`src/rtl/dmem_arbiter.sv`:
```
// Data-memory arbiter between the core port (A) and a loader/debug port (B).
// One access per cycle is forwarded to a single-ported data memory with a
// one-cycle read latency. Contention is resolved round-robin. Port B may
// request back-to-back ownership with b_lock, but only for a bounded number
// of cycles while the core is waiting.
module dmem_arbiter #(
  parameter int DSIZE    = 32,
  parameter int AWIDTH   = 32,
  parameter int MAX_HOLD = 4
) (
  input  logic              clk,
  input  logic              rst,
  // core port
  input  logic              a_req,
  input  logic              a_we,
  input  logic [AWIDTH-1:0] a_addr,
  input  logic [DSIZE-1:0]  a_wdata,
  output logic              a_gnt,
  output logic              a_rvalid,
  output logic [DSIZE-1:0]  a_rdata,
  output logic              core_stall,
  // loader / debug port
  input  logic              b_req,
  input  logic              b_we,
  input  logic              b_lock,
  input  logic [AWIDTH-1:0] b_addr,
  input  logic [DSIZE-1:0]  b_wdata,
  output logic              b_gnt,
  output logic              b_rvalid,
  output logic [DSIZE-1:0]  b_rdata,
  // data memory
  output logic              mem_read_en,
  output logic              mem_write_en,
  output logic [AWIDTH-1:0] mem_addr,
  output logic [DSIZE-1:0]  mem_wdata,
  input  logic [DSIZE-1:0]  mem_rdata
);

  localparam int HW = (MAX_HOLD < 1) ? 1 : $clog2(MAX_HOLD + 1);
  localparam logic [HW-1:0] HOLD_MAX = HW'(MAX_HOLD);

  // Which port owns the read currently in flight in the memory.
  typedef enum logic [1:0] {
    RD_NONE,
    RD_A,
    RD_B
  } rd_owner_t;

  rd_owner_t       rd_owner;
  logic            favour_b;       // round-robin pointer: 1 = B wins next tie
  logic            b_locked_last;  // B granted last cycle with b_lock set
  logic [HW-1:0]   hold_cnt;       // locked B grants taken while A waited

  logic            gnt_a;
  logic            gnt_b;
  logic            lock_active;
  logic            hold_expired;

  // Grant decision: lock first, then round-robin on contention, else lone requester.
  always_comb begin
    gnt_a        = 1'b0;
    gnt_b        = 1'b0;
    lock_active  = b_locked_last & b_req;
    hold_expired = (hold_cnt == HOLD_MAX) & a_req;
    if (!rst) begin
      if (lock_active) begin
        if (hold_expired) begin
          gnt_a = 1'b1;
        end else begin
          gnt_b = 1'b1;
        end
      end else if (a_req && b_req) begin
        gnt_b = favour_b;
        gnt_a = ~favour_b;
      end else begin
        gnt_a = a_req;
        gnt_b = b_req;
      end
    end
  end

  // Memory request mux: the granted port drives the memory, idle bus is all zero.
  always_comb begin
    mem_read_en  = 1'b0;
    mem_write_en = 1'b0;
    mem_addr     = '0;
    mem_wdata    = '0;
    if (gnt_a) begin
      mem_read_en  = ~a_we;
      mem_write_en = a_we;
      mem_addr     = a_addr;
      mem_wdata    = a_wdata;
    end else if (gnt_b) begin
      mem_read_en  = ~b_we;
      mem_write_en = b_we;
      mem_addr     = b_addr;
      mem_wdata    = b_wdata;
    end
  end

  // Arbitration state: round-robin pointer, lock tracking, hold counter, read owner.
  always_ff @(posedge clk) begin
    if (rst) begin
      favour_b      <= 1'b0;
      b_locked_last <= 1'b0;
      hold_cnt      <= '0;
      rd_owner      <= RD_NONE;
    end else begin
      if (gnt_a) begin
        favour_b <= 1'b1;
      end else if (gnt_b) begin
        favour_b <= 1'b0;
      end

      b_locked_last <= gnt_b & b_lock;

      // Only locked consecutive B grants count; anything else restarts the budget.
      if (gnt_b && b_lock && lock_active) begin
        if (a_req && (hold_cnt != HOLD_MAX)) begin
          hold_cnt <= hold_cnt + 1'b1;
        end
      end else begin
        hold_cnt <= '0;
      end

      if (gnt_a && !a_we) begin
        rd_owner <= RD_A;
      end else if (gnt_b && !b_we) begin
        rd_owner <= RD_B;
      end else begin
        rd_owner <= RD_NONE;
      end
    end
  end

  // Outputs; the rvalid terms are masked by rst so a read in flight at reset never returns.
  always_comb begin
    a_gnt      = gnt_a;
    b_gnt      = gnt_b;
    core_stall = a_req & ~gnt_a & ~rst;
    a_rvalid   = (rd_owner == RD_A) & ~rst;
    b_rvalid   = (rd_owner == RD_B) & ~rst;
    a_rdata    = a_rvalid ? mem_rdata : '0;
    b_rdata    = b_rvalid ? mem_rdata : '0;
  end

endmodule

```
`config.mk`:
```
export PLATFORM = sky130hd
export DESIGN_NAME = dmem_arbiter
export DESIGN_NICKNAME = d
export VERILOG_FILES = /design/src/rtl/dmem_arbiter.sv
export SDC_FILE = /design/constraint.sdc
export NUM_CORES = 1
export LEC_CHECK = 0
export CAP_MARGIN = 30
export CORE_AREA = 2 2 117 119
export CTS_CLUSTER_DIAMETER = 100
export DETAILED_ROUTE_END_ITERATION = 12
export DIE_AREA = 0 0 119 121
export GPL_ROUTABILITY_DRIVEN = 0
export PLACE_DENSITY_LB_ADDON = 0.1
export SKIP_CTS_REPAIR_TIMING = 1
export SKIP_LAST_GASP = 1
export SLEW_MARGIN = 20
export SYNTH_ARGS = -nofsm -noshare
export SYNTH_HDL_FRONTEND = slang
export SYNTH_SLANG_ARGS = --single-unit
```
`constraint.sdc`:
```
create_clock -name clk -period 1.6 [get_ports clk]
set_clock_uncertainty 0.05 [all_clocks]
set_input_delay 0.32 -clock clk [delete_from_list [all_inputs] [get_ports clk]]
set_output_delay 0.32 -clock clk [all_outputs]
set_load 0.05 [all_outputs]
```
==> metrics.md, run 1 <==
| Metric | Value |
|---|---|
| Run status | `finished with violations` |
| Violated checks | `setup timing` |
| Post-route cell area | `7600 µm²` |
| Worst EP arrival | `1.80 ns` |
| Antenna viol nets, final | `0` |
| DRC violations left | `0` |
| CORE AREA | `13100 µm²` |
| RSZ-0062 raised after global routing | `true` |
| Placement Setup Slack | `-0.732 ns` |
| Leakage | `3.24 nW` |
| Final hold violation count | `0` |
| Detailed-routed wire length on met2 | `7550 µm` |
| Grt ovf | `0` |
| Final worst-path cycle share | `135%` |
| Total Wirelength | `13300 µm` |
| Mapped cell area | `1460 µm²` |
| Max Slew Vio Count | `0` |
| Clk root buf | `clkbuf_16` |
| WP data required | `1.23 ns` |
| Terminus of the critical flop-to-flop path | `b_locked_last` |
| Met3 WL | `1290 µm` |
| TritonRoute pass-1 iters | `4` |
| Element type at the critical path end | `output port` |
| Worst slew margin relative to its limit | `78.2%` |
| Gate Count Post-Synth | `191` |
| Seq/Total Area, Yosys | `9.63%` |
| Worst setup endpoint | `mem_read_en` |
| Top layer used by detailed routing | `met4` |
| Kind of critical path | `flip-flop to output port` |
| FF/Latch Area | `145 µm²` |
| Total CTS buffers | `3` |
| Ant diodes | `0` |
| Initial core utilization | `11.1%` |
| R2r setup slk | `0.04 ns` |
| Yosys reg bits | `7` |
| Area growth syn-to-layout | `422%` |
| First DRT Iteration DRCs | `34` |
| Worst VDD drop | `0.262 mV` |
| Layout cell share with drive strength beyond 1 | `64.7%` |
| DIE AREA | `14400 µm²` |
| Reg clk slew, reported paths | `0.04 ns` |
| Io pins | `302` |
| Vias in the first global route | `3003` |
| Clk buf depth | `2` |
| Final HPWL DP | `10700 µm` |
| Vias post-DR | `2985` |
| Chip width | `119 µm` |
| Fin crit period | `2.17 ns` |
| Largest net degree at the start of global routing | `34` |
| Vias per cell | `4.22` |
| M1 WL | `4280 µm` |
| H-Tree Depth | `1` |
| Syn nets | `360` |
| Setup TNS | `-46.99 ns` |
| Max frequency | `461 MHz` |
| Avg Cell Area, Syn | `7.62 µm²` |
| Multi-input logic area | `2000 µm²` |
| Fillers | `1095` |
| Port Buf Inserts | `301` |
| Routed len/inst | `18.7 µm` |
| Gr usage total | `15.3%` |
| Final #Nets | `702` |
| Post-DP Area | `6870 µm²` |
| Sink Count | `7` |
| CTS tree | `yes` |
| Number of cell rows | `42` |
| Post-synthesis cell type count | `25` |
| Setup WS post-layout | `-0.567 ns` |
| Power Total | `2.95 mW` |
| Worst R2R Path Depth | `7` |
| Min-delay worst type | `primary input to flip-flop` |
| Origin of the critical flop-to-flop path | `hold_cnt[0]` |
| Die Height | `121 µm` |
| Max Cap Violations | `0` |
| Initial antenna violation count | `0` |
| Worst skew pair latency | `0.23 ns` |
| PwrDens | `388 nW/µm²` |
| Synth warnings | `0` |
| Crit start category | `flip-flop` |
| Setup Viol. Count Final | `135` |
| Worst slew pin tran | `0.327 ns` |
| Crit-path max FO | `7` |
| Crit path launch | `hold_cnt[0]` |
| First-pass GRT wire length | `17200 µm` |
[final cells by class]
class | instances | area share, %
Sequential cell | 7 | 1.91
Inverter | 5 | 0.247
Multi-Input combinational cell | 159 | 26.3
Clock buffer | 4 | 1.04
Tap cell | 176 | 2.90
Timing Repair Buffer | 357 | 67.6
[synth_stat cells]
cell / instances / share of area (%)
nor3b_1: 2 / 1.0
nand3_1: 3 / 1.0
xnor2_1: 1 / 0.60
nor3_1: 3 / 1.0
a21oi_2: 1 / 0.60
ha_1: 2 / 1.7
a31o_2: 1 / 0.60
nand2_1: 2 / 0.52
nand2b_1: 2 / 0.86
clkbuf_1: 7 / 1.8
nor3b_2: 2 / 1.7
a21boi_0: 1 / 0.52
nand4_1: 1 / 0.43
buf_2: 8 / 2.8
inv_1: 5 / 1.3
a2111oi_0: 1 / 0.60
o21a_1: 1 / 0.52
dfxtp_1: 7 / 9.6
buf_6: 2 / 1.5
a21oi_1: 1 / 0.34
mux2i_1: 1 / 0.69
and2_1: 66 / 28
nor2_1: 2 / 0.52
buf_4: 3 / 1.5
a22o_1: 66 / 40
[logic make-up after synthesis]
group                    share of synthesized area [%]
XOR/XNOR                                         0.602
AND/OR/NAND/NOR                                   35.5
flip-flops                                        9.63
multiplexers                                     0.688
AO/OA/AOI/OAI                                     42.9
buffers and inverters                             8.94
adder cells (fa/ha/maj)                           1.72
[layout by cell type, fill, tap and decap left out, types with 2 or more instances in the layout]
cell / n
clkdlybuf4s50_1: 163
buf_8: 6
dfxtp_1: 3
buf_12: 144
inv_2: 2
clkbuf_16: 11
and2_4: 52
and2_2: 12
nand3_1: 2
dfxtp_2: 4
nor3_1: 3
buf_6: 14
dlymetal6s2s_1: 2
and2_1: 2
nor3b_4: 4
buf_4: 19
inv_1: 3
a22o_4: 66
nand2b_4: 2
[worst max-delay path, stage by stage, from the launching register on]
cell and delay (ns):
dfxtp_2 0.32, inv_2 0.04, ha_4 0.15, nand4_1 0.10, nor3b_4 0.31, buf_12 0.20
clkbuf_16 0.17, a22o_4 0.13, buf_12 0.13
[report_power, final]
group	internal (mW)	switching (mW)
clock network	0.332	0.0955
registers	0.182	0.00845
logic	1.32	1.01
[metal layers]
metal | GRT usage, % | vias up
li1 | - | 1402
met1 | 15.0 | 1394
met2 | 30.1 | 180
met3 | 6.30 | 9
met4 | 2.83 | 0
met5 | 0 | -
[sequential cells by signal, indices dropped and copies added, names as in the netlist]
| signal | cells |
|---|---|
| favour_b | 1 |
| hold_cnt | 3 |
| b_locked_last | 1 |
| rd_owner | 2 |
[how the worst min path moves through the flow]
stage / from / end / slack (ns) / cells after the start
finish: rst / favour_b / 0.54 / 4
global route: rst / favour_b / 0.57 / 4
CTS: favour_b / favour_b / 0.51 / 1
detailed placement: favour_b / favour_b / 0.50 / 1
global placement: favour_b / favour_b / 0.49 / 1
floorplan: b_we / rd_owner[1] / 0.35 / 1
[stage by stage]
stage	hold WS [ns]	instances	utilization, %
6_report	0.541	708	58.1
5_1_grt	0.571	708	58.1
4_1_cts	0.511	682	53.1
3_5_place_dp	0.504	678	52.5
3_3_place_gp	0.490	678	52.5
2_1_floorplan	0.349	191	-
No activity file was read; power rests on OpenSTA's default activity.
==> run 2: changes to the inputs <==
CAP_MARGIN = not set   (was 30)
CORE_AREA = 2 2 118 120   (was 2 2 117 119)
DIE_AREA = 0 0 120 122   (was 0 0 119 121)
HOLD_SLACK_MARGIN = 0.06   (was not set)
clock period = 2.1 ns   (was 1.6 ns; I/O delays follow)
==> metrics.md, run 2 (synthesis results as in run 1) <==
| Metric | Value |
|---|---|
| Run status | `finished with violations (unchanged)` |
| Violated checks | `setup timing (unchanged)` |
| Final #Nets | `680 (was 702)` |
| Layout cell share with drive strength beyond 1 | `50.6% (was 64.7%)` |
| Setup TNS | `-13.04 ns (was -46.99 ns)` |
| Clock power share | `15.3% (was 14.5%)` |
| Net Sw Power | `835 µW (was 1.12 mW)` |
| Kind of critical path | `flip-flop to output port (unchanged)` |
| Vias per cell | `4.18 (was 4.22)` |
| RSZ-0062 raised after global routing | `true (unchanged)` |
| Grt ovf | `0 (unchanged)` |
| Max Cap Violations | `0 (unchanged)` |
| Core Util, Final | `52.8% (was 58.1%)` |
| Power Total | `2.17 mW (was 2.95 mW)` |
| Die Height | `122 µm (was 121 µm)` |
| Clk buf depth | `2 (unchanged)` |
| Reg with most FFs | `hold_cnt (unchanged)` |
| CORE AREA | `13500 µm² (was 13100 µm²)` |
| Final std cells w/o fill | `690 (was 708)` |
| Placement Setup Slack | `-0.471 ns (was -0.732 ns)` |
| Initial core utilization | `10.8% (was 11.1%)` |
| Worst slew pin tran | `0.433 ns (was 0.327 ns)` |
| Vias post-DR | `2882 (was 2985)` |
| Worst EP arrival | `1.88 ns (was 1.80 ns)` |
| Vias in the first global route | `2830 (was 3003)` |
| Worst skew pair latency | `0.24 ns (was 0.23 ns)` |
| Reg clk slew, reported paths | `0.04 ns (about the same)` |
| Largest stage delay on the critical path | `0.33 ns (was 0.32 ns)` |
| Max Slew Vio Count | `0 (unchanged)` |
| Total CTS buffers | `3 (unchanged)` |
| Most frequent cells in the layout | `clkdlybuf4s50_1, buf_12, a22o_4, and2_1, and2_2 (was clkdlybuf4s50_1, buf_12, a22o_4, and2_4, buf_4)` |
| CTS tree | `yes (unchanged)` |
| First-pass GRT wire length | `16100 µm (was 17200 µm)` |
| Antenna viol nets, final | `0 (unchanged)` |
| Max frequency | `425 MHz` |
| Largest net degree at the start of global routing | `34 (unchanged)` |
| Switching Fraction | `38.4% (was 37.9%)` |
| Final HPWL DP | `9800 µm (was 10700 µm)` |
| Number of cell rows | `43 (was 42)` |
| Clk root buf | `clkbuf_16 (unchanged)` |
| Slowest stage cell, crit path | `dfxtp_2 (unchanged)` |
| Ant diodes | `0 (unchanged)` |
| Gr usage total | `14.1% (was 15.3%)` |
| CP top delay family | `buffers and inverters (unchanged)` |
| Internal cell power | `1.34 mW (was 1.83 mW)` |
| Crit-path max FO | `7 (unchanged)` |
| Io pins | `302 (unchanged)` |
| Buffers and inverters on the worst path | `4 (unchanged)` |
| Fin crit period | `2.35 ns` |
| Total Wirelength | `12400 µm (was 13300 µm)` |
| Sink Count | `7 (unchanged)` |
| TritonRoute pass-1 iters | `4 (unchanged)` |
| Worst slew margin relative to its limit | `70.9% (was 78.2%)` |
| Largest regs | `hold_cnt x3, rd_owner x2 (unchanged)` |
| Worst VDD drop | `0.144 mV (was 0.262 mV)` |
| Sequential share of power | `6.6% (was 6.5%)` |
| Leakage | `2.99 nW (was 3.24 nW)` |
| Element type at the critical path end | `output port (unchanged)` |
| Setup Viol. Count Final | `67 (was 135)` |
| WP data required | `1.63 ns (was 1.23 ns)` |
| First DRT Iteration DRCs | `78 (was 34)` |
| H-Tree Depth | `1 (unchanged)` |
| DIE AREA | `14600 µm² (was 14400 µm²)` |
| Area growth syn-to-layout | `390% (was 422%)` |
| Chip width | `120 µm (was 119 µm)` |
| CP most frequent cell | `buf_12 (unchanged)` |
| Routed len/inst | `18.0 µm (was 18.7 µm)` |
| PwrDens | `305 nW/µm² (was 388 nW/µm²)` |
| Min-delay worst type | `flip-flop to flip-flop (was primary input to flip-flop)` |
| Inst Count DP | `670 (was 678)` |
| Commonest non-fill, non-tap cell in the layout | `clkdlybuf4s50_1 (unchanged)` |
| Setup WS post-layout | `-0.254 ns (was -0.567 ns)` |
| Initial antenna violation count | `0 (unchanged)` |
| Final worst-path cycle share | `112%` |
| Port Buf Inserts | `301 (unchanged)` |
| Crit start category | `flip-flop (unchanged)` |
| Critical Path, Cell by Cell | `inv_2 > ha_4 > nand4_1 > nor3b_4 > buf_12 > buf_8 > a22o_1 > buf_12 (was inv_2 > ha_4 > nand4_1 > nor3b_4 > buf_12 > clkbuf_16 > a22o_4 > buf_12)` |
| DRC violations left | `0 (unchanged)` |
| Final hold violation count | `0 (unchanged)` |
| Power share of the combinational group | `78.1% (was 79.1%)` |
| Number of flip-flops under the largest register name | `3 (unchanged)` |
## run 2: cell count changes in the layout (fill, tap and decap cells not counted), sizes merged
cell / change
dlymetal6s2s: +1
clkinv: +1
clkbuf: -2
buf: -22
## run 2: metrics by stage
step,hold WS [ns],instance area [µm²]
final,0.510,7130
after global routing,0.540,7130
after CTS,0.496,6330
after detailed placement,0.489,6250
after global placement,0.476,6250
after floorplan,0.443,1510
## run 2: final timing paths
kind	start	end	slack (ns)	cells after the start
min reg2reg	hold_cnt[2]	hold_cnt[2]	0.51	1
max reg2reg	hold_cnt[1]	hold_cnt[1]	0.33	8
max	hold_cnt[1]	mem_addr[24]	-0.25	8
min	hold_cnt[2]	hold_cnt[2]	0.51	1
## run 2: cell type report
| cell class | instances | area [µm²] |
|---|---|---|
| clock buffers | 3 | 75.1 |
| well taps | 180 | 225 |
| repair buffers | 335 | 4920 |
| fillers | 1214 | 6380 |
| flip-flops and latches | 7 | 143 |
| inverters | 5 | 18.8 |
| multi-input cells | 159 | 1740 |
| clock inverters | 1 | 5.00 |
## run 2: worst reg2reg max path: cells and delay by family (launching register included)
| kind | cells | cell delay (ns) |
|---|---|---|
| buffers and inverters | 4 | 0.43 |
| AOI/OAI and AO/OA | 1 | 0.37 |
| DFF | 1 | 0.33 |
| muxes | 1 | 0.24 |
| adders and majority gates | 1 | 0.16 |
| and+or+nand+nor | 1 | 0.06 |
## run 2: metal layers
metal  global-route usage [%]  vias up  part of all wire (%)
met4                     3.16        0                   1.5
met2                     28.2      191                    52
met1                     13.6     1320                    36
met5                        0        -                     0
met3                     5.15       11                    11
li1                         -     1360                     -
## run 2: power by group through the flow
| stage | sequential, mW | combinational (mW) | clock (mW) |
|---|---|---|---|
| finish | 0.143 | 1.70 | 0.333 |
| global route | 0.144 | 1.76 | 0.344 |
| CTS | 0.142 | 1.52 | 0.336 |
| detailed placement | 0.144 | 1.52 | 0 |
| global placement | 0.144 | 1.51 | 0 |
| floorplan | 0.143 | 0.597 | 0 |
